## src/rtl/uart_tx_scheduler.sv

```systemverilog
// Round-robin arbiter that shares one uart_tx among NUM_REQ byte producers,
// with an inter-frame gap and a watchdog that aborts a transmitter that never reports done.
module uart_tx_scheduler #(
  parameter int NUM_REQ      = 4,
  parameter int GAP_CLKS     = 87,
  parameter int TIMEOUT_CLKS = 2048
) (
  input  logic                   i_Clock,
  input  logic                   i_Rst_n,
  input  logic [NUM_REQ-1:0]     i_Req,
  input  logic [8*NUM_REQ-1:0]   i_Byte,
  output logic [NUM_REQ-1:0]     o_Ack,
  output logic [NUM_REQ-1:0]     o_Done,
  output logic                   o_Timeout,
  output logic                   o_Busy,
  output logic                   o_Tx_DV,
  output logic [7:0]             o_Tx_Byte,
  input  logic                   i_Tx_Active,
  input  logic                   i_Tx_Done,
  output logic [1:0]             o_Dbg_State
);

  // Handshake: a requester raises i_Req[k] with i_Byte[k] valid and holds both
  // until o_Ack[k]; the byte is captured on the edge that raises o_Ack[k]. A request
  // still high after its ack is a fresh request. o_Done[k] closes that frame.

  localparam int PW   = $clog2(NUM_REQ);
  localparam int CMAX = (GAP_CLKS > TIMEOUT_CLKS) ? GAP_CLKS : TIMEOUT_CLKS;
  localparam int CW   = $clog2(CMAX + 1);
  localparam logic [CW-1:0] TO_LAST  = CW'(TIMEOUT_CLKS - 1);
  localparam logic [CW-1:0] GAP_LAST = CW'((GAP_CLKS == 0) ? 0 : GAP_CLKS - 1);
  localparam logic [PW-1:0] PTR_LAST = PW'(NUM_REQ - 1);

  typedef enum logic [1:0] {IDLE, LOAD, BUSY, GAP} state_t;

  state_t               state, state_next;
  logic [PW-1:0]        ptr, ptr_next;
  logic [PW-1:0]        sel, sel_next;
  logic [CW-1:0]        cnt, cnt_next;
  logic [7:0]           tx_byte_next;
  logic [NUM_REQ-1:0]   ack_next, done_next;
  logic                 timeout_next, tx_dv_next;

  logic                 found;
  logic [PW-1:0]        win;
  logic [PW-1:0]        idx;
  int                   idx_i;

  // First requesting index at or after ptr, wrapping modulo NUM_REQ.
  always_comb begin
    found = 1'b0;
    win   = '0;
    idx   = '0;
    idx_i = 0;
    for (int i = 0; i < NUM_REQ; i++) begin
      idx_i = int'(ptr) + i;
      if (idx_i >= NUM_REQ) idx_i = idx_i - NUM_REQ;
      idx = PW'(idx_i);
      if (!found && i_Req[idx]) begin
        found = 1'b1;
        win   = idx;
      end
    end
  end

  always_comb begin
    state_next   = state;
    ptr_next     = ptr;
    sel_next     = sel;
    cnt_next     = cnt;
    tx_byte_next = o_Tx_Byte;
    ack_next     = '0;
    done_next    = '0;
    timeout_next = 1'b0;
    tx_dv_next   = 1'b0;
    case (state)
      IDLE: begin
        if (found && !i_Tx_Active) begin
          sel_next      = win;
          tx_byte_next  = i_Byte[{win, 3'b000} +: 8];
          ack_next[win] = 1'b1;
          ptr_next      = (win == PTR_LAST) ? '0 : win + PW'(1);
          state_next    = LOAD;
        end
      end
      LOAD: begin
        tx_dv_next = 1'b1;
        cnt_next   = '0;
        state_next = BUSY;
      end
      BUSY: begin
        // Done takes priority over a coincident watchdog expiry.
        if (i_Tx_Done) begin
          done_next[sel] = 1'b1;
          cnt_next       = '0;
          state_next     = GAP;
        end else if (cnt == TO_LAST) begin
          timeout_next = 1'b1;
          cnt_next     = '0;
          state_next   = GAP;
        end else begin
          cnt_next = cnt + CW'(1);
        end
      end
      GAP: begin
        if (cnt == GAP_LAST) begin
          cnt_next   = '0;
          state_next = IDLE;
        end else begin
          cnt_next = cnt + CW'(1);
        end
      end
      default: state_next = IDLE;
    endcase
  end

  always_ff @(posedge i_Clock or negedge i_Rst_n) begin
    if (!i_Rst_n) begin
      state     <= IDLE;
      ptr       <= '0;
      sel       <= '0;
      cnt       <= '0;
      o_Tx_Byte <= 8'h00;
      o_Ack     <= '0;
      o_Done    <= '0;
      o_Timeout <= 1'b0;
      o_Tx_DV   <= 1'b0;
    end else begin
      state     <= state_next;
      ptr       <= ptr_next;
      sel       <= sel_next;
      cnt       <= cnt_next;
      o_Tx_Byte <= tx_byte_next;
      o_Ack     <= ack_next;
      o_Done    <= done_next;
      o_Timeout <= timeout_next;
      o_Tx_DV   <= tx_dv_next;
    end
  end

  assign o_Busy      = (state != IDLE);
  assign o_Dbg_State = state;

endmodule
```

## config.mk

```make
export PLATFORM = sky130hd
export DESIGN_NAME = uart_tx_scheduler
export DESIGN_NICKNAME = d
export VERILOG_FILES = /design/src/rtl/uart_tx_scheduler.sv
export SDC_FILE = /design/constraint.sdc
export NUM_CORES = 1
export LEC_CHECK = 0
export CORE_ASPECT_RATIO = 2
export CORE_MARGIN = 2
export CORE_UTILIZATION = 25
export DETAILED_ROUTE_END_ITERATION = 7
export HOLD_SLACK_MARGIN = 0.08
export MAX_ROUTING_LAYER = met4
export SYNTH_ARGS = -nofsm -noshare
export SYNTH_HDL_FRONTEND = slang
export SYNTH_SLANG_ARGS = --single-unit
```

## constraint.sdc

```tcl
create_clock -name i_Clock -period 3.28 [get_ports i_Clock]
set_clock_uncertainty 0.2 [all_clocks]
set_input_delay 0.82 -clock i_Clock [delete_from_list [all_inputs] [get_ports i_Clock]]
set_output_delay 0.82 -clock i_Clock [all_outputs]
set_load 0.005 [all_outputs]
```

==> results of run 1 <==
## kinds of logic after synthesis
| logic type | share of synthesized area |
|---|---|
| compound gates | 0.1660 |
| fa+ha+maj | 0.06711 |
| buf+inv | 0.03599 |
| flops | 0.4393 |
| mux | 0.04942 |
| simple gates | 0.2422 |
## registers in the layout (all words and copies together) (netlist names)
signal       flops
o_Done           4
o_Ack            4
o_Tx_DV          1
o_Dbg_State      2
o_Timeout        1
ptr              2
o_Tx_Byte        8
cnt             12
sel              2
## path summary, 6_finish.rpt
| kind | endpoint |
|---|---|
| max in group asynchronous | o_Done[3] |
| worst min-delay path | o_Done[2] |
| worst max-delay path | o_Dbg_State[1] |
| worst min register to register | o_Done[2] |
| worst max register to register | o_Dbg_State[1] |
| min in group asynchronous | o_Ack[0] |
## metal layers
metal  global-route usage  routed length (um)
met5                    -                   0
met4              0.06556                 199
met3              0.02135                 194
met2               0.2465                3211
met1               0.1295                1815
## report_power, final
part / internal, uW / leakage [uW] / switching [uW]
logic: 417 / 0.000687 / 417
clock network: 318 / 0.0000760 / 171
registers: 559 / 0.000465 / 97.0
## synth_stat cells (2+ instances only)
| cell type | number |
|---|---|
| nand3_1 | 9 |
| o311ai_1 | 2 |
| clkbuf_1 | 3 |
| nand2_1 | 26 |
| and2_1 | 4 |
| inv_1 | 9 |
| and3_1 | 3 |
| nand3b_1 | 3 |
| nand2b_1 | 4 |
| o21bai_1 | 2 |
| nor3_1 | 12 |
| or3_1 | 2 |
| o2bb2ai_1 | 2 |
| nor4_1 | 4 |
| a21o_1 | 3 |
| dfrtp_1 | 36 |
| mux2i_1 | 9 |
| o311ai_0 | 2 |
| nor2b_1 | 2 |
| a211oi_1 | 16 |
| nor2_1 | 18 |
| o21ai_0 | 5 |
| a21oi_1 | 6 |
| ha_1 | 11 |
## metrics by stage
| stage | hold WS [ps] | worst slack [ps] |
|---|---|---|
| after floorplan | 245.9 | 1005 |
| after global placement | 303.7 | 371.8 |
| after detailed placement | 309.9 | 343.8 |
| after CTS | 316.4 | 493.1 |
| after global routing | 320.9 | 313.8 |
| final | 313.2 | 488.6 |
## worst register-to-register path: cells and delay by family, from the launching register on
kind                     cells  cell delay [ps]
AO/OA/AOI/OAI                2              750
AND/OR/NAND/NOR              2              660
flip-flops                   1              440
multiplexers                 1              340
adder cells (fa/ha/maj)      1              270
## layout make-up
cell class                      instances  area, um^2
Tap cell                               96       120.1
Fill cell                             831        5021
Multi-Input combinational cell        165        1076
Sequential cell                        36       900.9
Clock buffer                            7       152.6
Inverter                               10       38.79
Timing Repair Buffer                   65       633.1
==> results_tabular.tex, run 1 <==
\begin{tabular}{lr}
\hline
Metric & Value \\
\hline
\multicolumn{2}{l}{\textbf{Worst setup path}} \\
\quad Setup slack, reg-to-reg & 490 ps \\
\quad Reg2reg start & cnt[0] \\
\quad Cell depth of the worst setup path & 6 \\
\quad Setup crit start & cnt[0] \\
\quad Worst path cell trace & ha\_1 > nand3\_1 > or4\_4 > a21oi\_2 > o21a\_1 > mux2\_1 \\
\quad Category of the critical setup timing path & reg -> reg \\
\quad Largest stage delay on the critical path & 520 ps \\
\quad Arr. time, crit path & 2750 ps \\
\quad Worst R2R Path Depth & 6 \\
\quad Max Fanout on Critical Path & 12 \\
\quad Required time reported for the critical path endpoint & 3240 ps \\
\quad Element type at the critical path start & flip-flop \\
\quad CP top delay family & compound AO/OA/AOI/OAI gates \\
\quad Category of the worst setup path capture point & flip-flop \\
\quad Worst-path cell with the longest stage delay & or4\_4 \\
\quad Buffers \& Inverters on Critical Path & 0 \\
\multicolumn{2}{l}{\textbf{STA}} \\
\quad Pins over their slew limit & 0 \\
\quad Slew @ Worst Pin & 813.5 ps \\
\quad Period Utilization, post-route & 0.8510 \\
\quad Finish-stage setup viols & 0 \\
\quad Final Hold Vio Count & 0 \\
\quad Headroom to the max-slew limit & 0.4577 \\
\quad Post-route setup TNS & 0 ps \\
\quad Maximum clock frequency & 0.3582 GHz \\
\quad Time the final worst path needs with I/O delays and setup & 2791 ps \\
\quad Setup repair after global routing missed its margin & no \\
\multicolumn{2}{l}{\textbf{Logic synthesis}} \\
\quad Sequential area share after synthesis & 0.4393 \\
\quad Most instantiated flip-flop cell in the synthesis netlist & dfrtp\_1 \\
\quad Area fraction of the dominant cell type after synthesis & 0.4393 \\
\quad Average cell area after synthesis & 9.450 um\^{}2 \\
\quad EDFF count, synth & 0 \\
\quad Cells after synthesis & 217 \\
\quad Synthesis-stage register bit count & 36 \\
\quad Syn Nets & 268 \\
\quad Fraction of registers with async set or reset after synthesis & 1.000 \\
\quad Distinct cell type count of the synthesized netlist & 48 \\
\quad Yosys synthesis warning count & 0 \\
\quad Post-Syn Area & 2051 um\^{}2 \\
\quad Top post-synthesis cells by area & dfrtp\_1 (44\%), ha\_1 (6.7\%), a211oi\_1 (5.9\%), nand2\_1 (4.8\%), mux2i\_1 (4.4\%) \\
\quad Largest area contributor in the netlist & dfrtp\_1 \\
\multicolumn{2}{l}{\textbf{Die}} \\
\quad Starting utilization of the core area & 0.2582 \\
\quad Num rows & 46 \\
\quad I/O pins & 61 \\
\quad Area inside the core boundary & 7943 um\^{}2 \\
\quad Die Height & 132.1 um \\
\quad Die area & 8987 um\^{}2 \\
\quad Die width & 68.04 um \\
\multicolumn{2}{l}{\textbf{Global route}} \\
\quad Antenna violations before repair & 0 \\
\quad Maximum number of pins on one net before global-route repair & 37 \\
\quad Via count of the first global-routing pass & 1961 \\
\quad Congestion Overflow GR & 0 \\
\quad Wire length of the first global-routing pass & 9039 um \\
\quad Global router's overall resource usage & 0.1352 \\
\multicolumn{2}{l}{\textbf{Route}} \\
\quad Via Count & 1856 \\
\quad Iter 0 DRT Violations & 47 \\
\quad 1st-pass router iterations & 4 \\
\quad Detailed-route DRC error count & 0 \\
\quad Routed wire length & 5422 um \\
\quad Antenna Violating Nets Remaining & 0 \\
\quad Vias per cell & 4.897 \\
\quad Routed wire per std cell & 14.31 um \\
\multicolumn{2}{l}{\textbf{Finish}} \\
\quad Antenna Cells & 0 \\
\quad Share of post-route cells with drive strength above 1 & 0.07420 \\
\quad Commonest non-fill, non-tap cells in the layout & clkdlybuf4s50\_1 (59), dfrtp\_1 (36), nand2\_1 (26), nor2\_1 (18), a211oi\_1 (16) \\
\quad Area growth from synthesis to layout & 42.46\% \\
\quad Post-layout util & 0.3678 \\
\quad Final nets & 334 \\
\quad Final instance area & 2922 um\^{}2 \\
\quad Final standard cell count with taps included and fillers excluded & 379 \\
\quad Commonest non-fill, non-tap cell in the layout & clkdlybuf4s50\_1 \\
\multicolumn{2}{l}{\textbf{Min path}} \\
\quad Start point of the worst hold path & sel[0] \\
\quad Worst Hold Depth & 1 \\
\quad Tightest Hold Check Type & reg -> reg \\
\multicolumn{2}{l}{\textbf{CTS}} \\
\quad Clock latency on the worst-skew pair & 280 ps \\
\quad Total of cells resized after clock tree synthesis & 0 \\
\quad Hold buffer count at cts & 0 \\
\quad Setup Buffers After CTS & 0 \\
\quad CTS tree & built \\
\quad Clock tree root driver cell & clkbuf\_16 \\
\quad Clock buffer count from CTS & 5 \\
\quad Num Clock Sinks & 36 \\
\quad Number of buffers on the longest clock path & 2 \\
\quad Clock-pin slew on the worst setup and hold paths & 50 ps \\
\quad Count of H-tree levels built during CTS & 2 \\
\multicolumn{2}{l}{\textbf{Job}} \\
\quad \# Max-Cap Violations & 0 \\
\multicolumn{2}{l}{\textbf{Placed design}} \\
\quad HPWL reported at the end of detailed placement & 4332 um \\
\quad Area of placed instances & 2769 um\^{}2 \\
\quad Count of port buffers added during placement & 60 \\
\quad Dpl cells & 372 \\
\quad Weighted congestion reported at the end of routability-driven placement & 0.8336 \\
\multicolumn{2}{l}{\textbf{Power and ir drop}} \\
\quad Total power consumption of the routed design & 1980 uW \\
\quad Worst voltage drop across the vdd grid & 0.3011 mV \\
\quad Areal power density over the cells & 677.6 nW/um\^{}2 \\
\quad Static Leakage & 0.001227 uW \\
\multicolumn{2}{l}{\textbf{Status}} \\
\quad Result of the run & finished, final reports clean \\
\hline
\end{tabular}
Note: power is estimated with default switching activity, not from simulation.
==> run 2: changes to the inputs <==
--- a/config.mk
+++ b/config.mk
@@ -7,10 +7,12 @@
 export LEC_CHECK = 0
 export CORE_ASPECT_RATIO = 2
 export CORE_MARGIN = 2
-export CORE_UTILIZATION = 25
+export CORE_UTILIZATION = 38
 export DETAILED_ROUTE_END_ITERATION = 7
 export HOLD_SLACK_MARGIN = 0.08
 export MAX_ROUTING_LAYER = met4
+export PLACE_DENSITY = 0.67
+export REMOVE_ABC_BUFFERS = 1
 export SYNTH_ARGS = -nofsm -noshare
 export SYNTH_HDL_FRONTEND = slang
 export SYNTH_SLANG_ARGS = --single-unit
==> run 2 against run 1 <==
Global-route usage grew 5.2 points; register-to-register slack gained 250 ps; worst setup slack gained 67 ps; combinational power shrank 1%; sequential power is essentially flat; clock power shrank 38%; first-iteration DRC count shrank 34%; total power shrank 9.9%; sequential share of layout area grew 1.5 points; count of clock-buffer cells in the layout shrank 1; sequential cell count is the same; final area shrank 4.7%; critical path type is now reg -> out.
==> results_tabular.tex, run 2 (synthesis gave the netlist of run 1 again) <==
\begin{tabular}{lr}
\hline
Metric & Value \\
\hline
\multicolumn{2}{l}{\textbf{Die}} \\
\quad I/O pins & 61 \\
\quad Die width & 55.95 um \\
\quad Area inside the core boundary & 5185 um\^{}2 \\
\quad Die Height & 107.9 um \\
\quad Die area & 6036 um\^{}2 \\
\quad Starting utilization of the core area & 0.3955 \\
\quad Num rows & 37 \\
\multicolumn{2}{l}{\textbf{Finish}} \\
\quad Commonest non-fill, non-tap cells in the layout & clkdlybuf4s50\_1 (59), dfrtp\_1 (36), nand2\_1 (26), nor2\_1 (18), a211oi\_1 (16) \\
\quad Max reg flops & 12 \\
\quad Number of fill cells in the layout & 500 \\
\quad Commonest non-fill, non-tap cell in the layout & clkdlybuf4s50\_1 \\
\quad Reg with most FFs & cnt \\
\quad Area growth from synthesis to layout & 35.75\% \\
\quad Final nets & 332 \\
\quad Antenna Cells & 0 \\
\quad Area taken by flip-flops and latches & 900.9 um\^{}2 \\
\quad Area of combinational cells with multiple inputs & 1076 um\^{}2 \\
\quad Largest registers & cnt x12, o\_Tx\_Byte x8 \\
\quad Share of post-route cells with drive strength above 1 & 0.06406 \\
\multicolumn{2}{l}{\textbf{STA}} \\
\quad Time the final worst path needs with I/O delays and setup & 2725 ps \\
\quad Headroom to the max-slew limit & 0.4763 \\
\quad Final Hold Vio Count & 0 \\
\quad Finish-stage setup viols & 0 \\
\quad Maximum clock frequency & 0.3670 GHz \\
\quad Pins over their slew limit & 0 \\
\quad Slew @ Worst Pin & 785.6 ps \\
\quad Tightest hold margin & 288.0 ps \\
\quad Period Utilization, post-route & 0.8307 \\
\quad Post-route setup TNS & 0 ps \\
\quad Setup repair after global routing missed its margin & no \\
\multicolumn{2}{l}{\textbf{Global route}} \\
\quad Via count of the first global-routing pass & 1924 \\
\quad Wire length of the first global-routing pass & 8625 um \\
\quad Maximum number of pins on one net before global-route repair & 37 \\
\quad Congestion Overflow GR & 0 \\
\quad Antenna violations before repair & 0 \\
\quad Global router's overall resource usage & 0.1871 \\
\multicolumn{2}{l}{\textbf{Power and ir drop}} \\
\quad Static Leakage & 0.001181 uW \\
\quad Clock power share & 0.170 \\
\quad P\_sw & 661.6 uW \\
\quad Worst voltage drop across the vdd grid & 0.3834 mV \\
\quad Net switching share of the total power & 0.3708 \\
\quad Relative contribution of combinational cells to total power & 0.463 \\
\quad Seq pwr share & 0.367 \\
\quad Cell Int Power & 1123 uW \\
\quad Areal power density over the cells & 640.8 nW/um\^{}2 \\
\multicolumn{2}{l}{\textbf{CTS}} \\
\quad Hold buffer count at cts & 0 \\
\quad Num Clock Sinks & 36 \\
\quad CTS tree & built \\
\quad Total of cells resized after clock tree synthesis & 0 \\
\quad Clock tree root driver cell & clkbuf\_8 \\
\quad Clock buffer count from CTS & 5 \\
\quad Count of H-tree levels built during CTS & 2 \\
\quad Setup Buffers After CTS & 0 \\
\quad Number of buffers on the longest clock path & 2 \\
\quad Clock-pin slew on the worst setup and hold paths & 70 ps \\
\quad Clock latency on the worst-skew pair & 300 ps \\
\multicolumn{2}{l}{\textbf{Route}} \\
\quad Routed wire length & 5107 um \\
\quad Vias per cell & 5.501 \\
\quad Iter 0 DRT Violations & 31 \\
\quad 1st-pass router iterations & 4 \\
\quad Routed wire per std cell & 15.06 um \\
\quad Antenna Violating Nets Remaining & 0 \\
\quad Detailed-route DRC error count & 0 \\
\quad Via Count & 1865 \\
\multicolumn{2}{l}{\textbf{Placed design}} \\
\quad HPWL reported at the end of detailed placement & 4086 um \\
\quad Count of port buffers added during placement & 60 \\
\quad Weighted congestion reported at the end of routability-driven placement & 0.7931 \\
\multicolumn{2}{l}{\textbf{Worst setup path}} \\
\quad Category of the critical setup timing path & reg -> out \\
\quad Category of the worst setup path capture point & output port \\
\quad Element type at the critical path start & flip-flop \\
\quad Required time reported for the critical path endpoint & 2260 ps \\
\quad Max Fanout on Critical Path & 5 \\
\quad Arr. time, crit path & 1700 ps \\
\multicolumn{2}{l}{\textbf{Status}} \\
\quad Result of the run & finished, final reports clean \\
\multicolumn{2}{l}{\textbf{Min path}} \\
\quad Tightest Hold Check Type & reg -> reg \\
\multicolumn{2}{l}{\textbf{Job}} \\
\quad \# Max-Cap Violations & 0 \\
\hline
\end{tabular}
==> run 2: cell count changes in the layout (fill, tap and decap cells not counted) <==
cell       previous run  this run
clkbuf_1              0         1
clkbuf_16             5         0
clkbuf_8              2         5
buf_4                 5         3
clkinv_2              1         2
==> run 2: metrics by stage <==
| stage | cells | instance area, um^2 | utilization | power (uW) | setup WS [ps] |
|---|---|---|---|---|---|
| finish | 339 | 2784 | 0.5369 | 1784 | 555.3 |
| global route | 339 | 2784 | 0.5369 | 1914 | 449.6 |
| CTS | 339 | 2784 | 0.5369 | 1804 | 541.2 |
| detailed placement | 332 | 2706 | 0.5220 | 1498 | 306.6 |
| global placement | 332 | 2706 | 0.5220 | 1481 | 364.2 |
| floorplan | 211 | 2016 | - | 1098 | 575.3 |
==> run 2: power groups by stage <==
stage | sequential (uW) | combinational [uW] | clock (uW)
2_1_floorplan | 647 | 452 | 0
3_3_place_gp | 659 | 822 | 0
3_5_place_dp | 659 | 839 | 0
4_1_cts | 654 | 841 | 309
5_1_grt | 671 | 919 | 325
6_report | 654 | 826 | 304
==> run 2: critical path, cell delays in order, from the launching register on <==
cell,delay [ps]
dfrtp_1,440
inv_1,110
ha_1,240
inv_1,100
clkdlybuf4s50_1,530
==> run 2: cell type report <==
class	instances	area share
repair buffers	63	0.2220
multi-input cells	165	0.3865
clock buffers	6	0.02607
clock inverters	1	0.001798
inverters	10	0.01393
well taps	58	0.02607
flip-flops and latches	36	0.3236
==> run 2: routing by layer <==
metal | up-vias | global-route usage | wire (um)
met5 | - | - | 0
met4 | 0 | 0.07313 | 112
met2 | 57 | 0.3741 | 3024
li1 | 913 | - | -
met1 | 885 | 0.1715 | 1767
met3 | 10 | 0.02764 | 203
==> run 2: worst paths after layout <==
kind                                startpoint        endpoint  slack (ps)  depth (start not counted)
worst max-delay path            o_Dbg_State[0]          o_Busy         560                          4
worst min-delay path                    sel[0]       o_Done[2]         290                          1
worst max register to register          cnt[0]  o_Dbg_State[1]         740                          6
worst min register to register          sel[0]       o_Done[2]         290                          1
max in group asynchronous              i_Rst_n    o_Tx_Byte[5]        1970                          1
min in group asynchronous              i_Rst_n          cnt[9]         390                          1
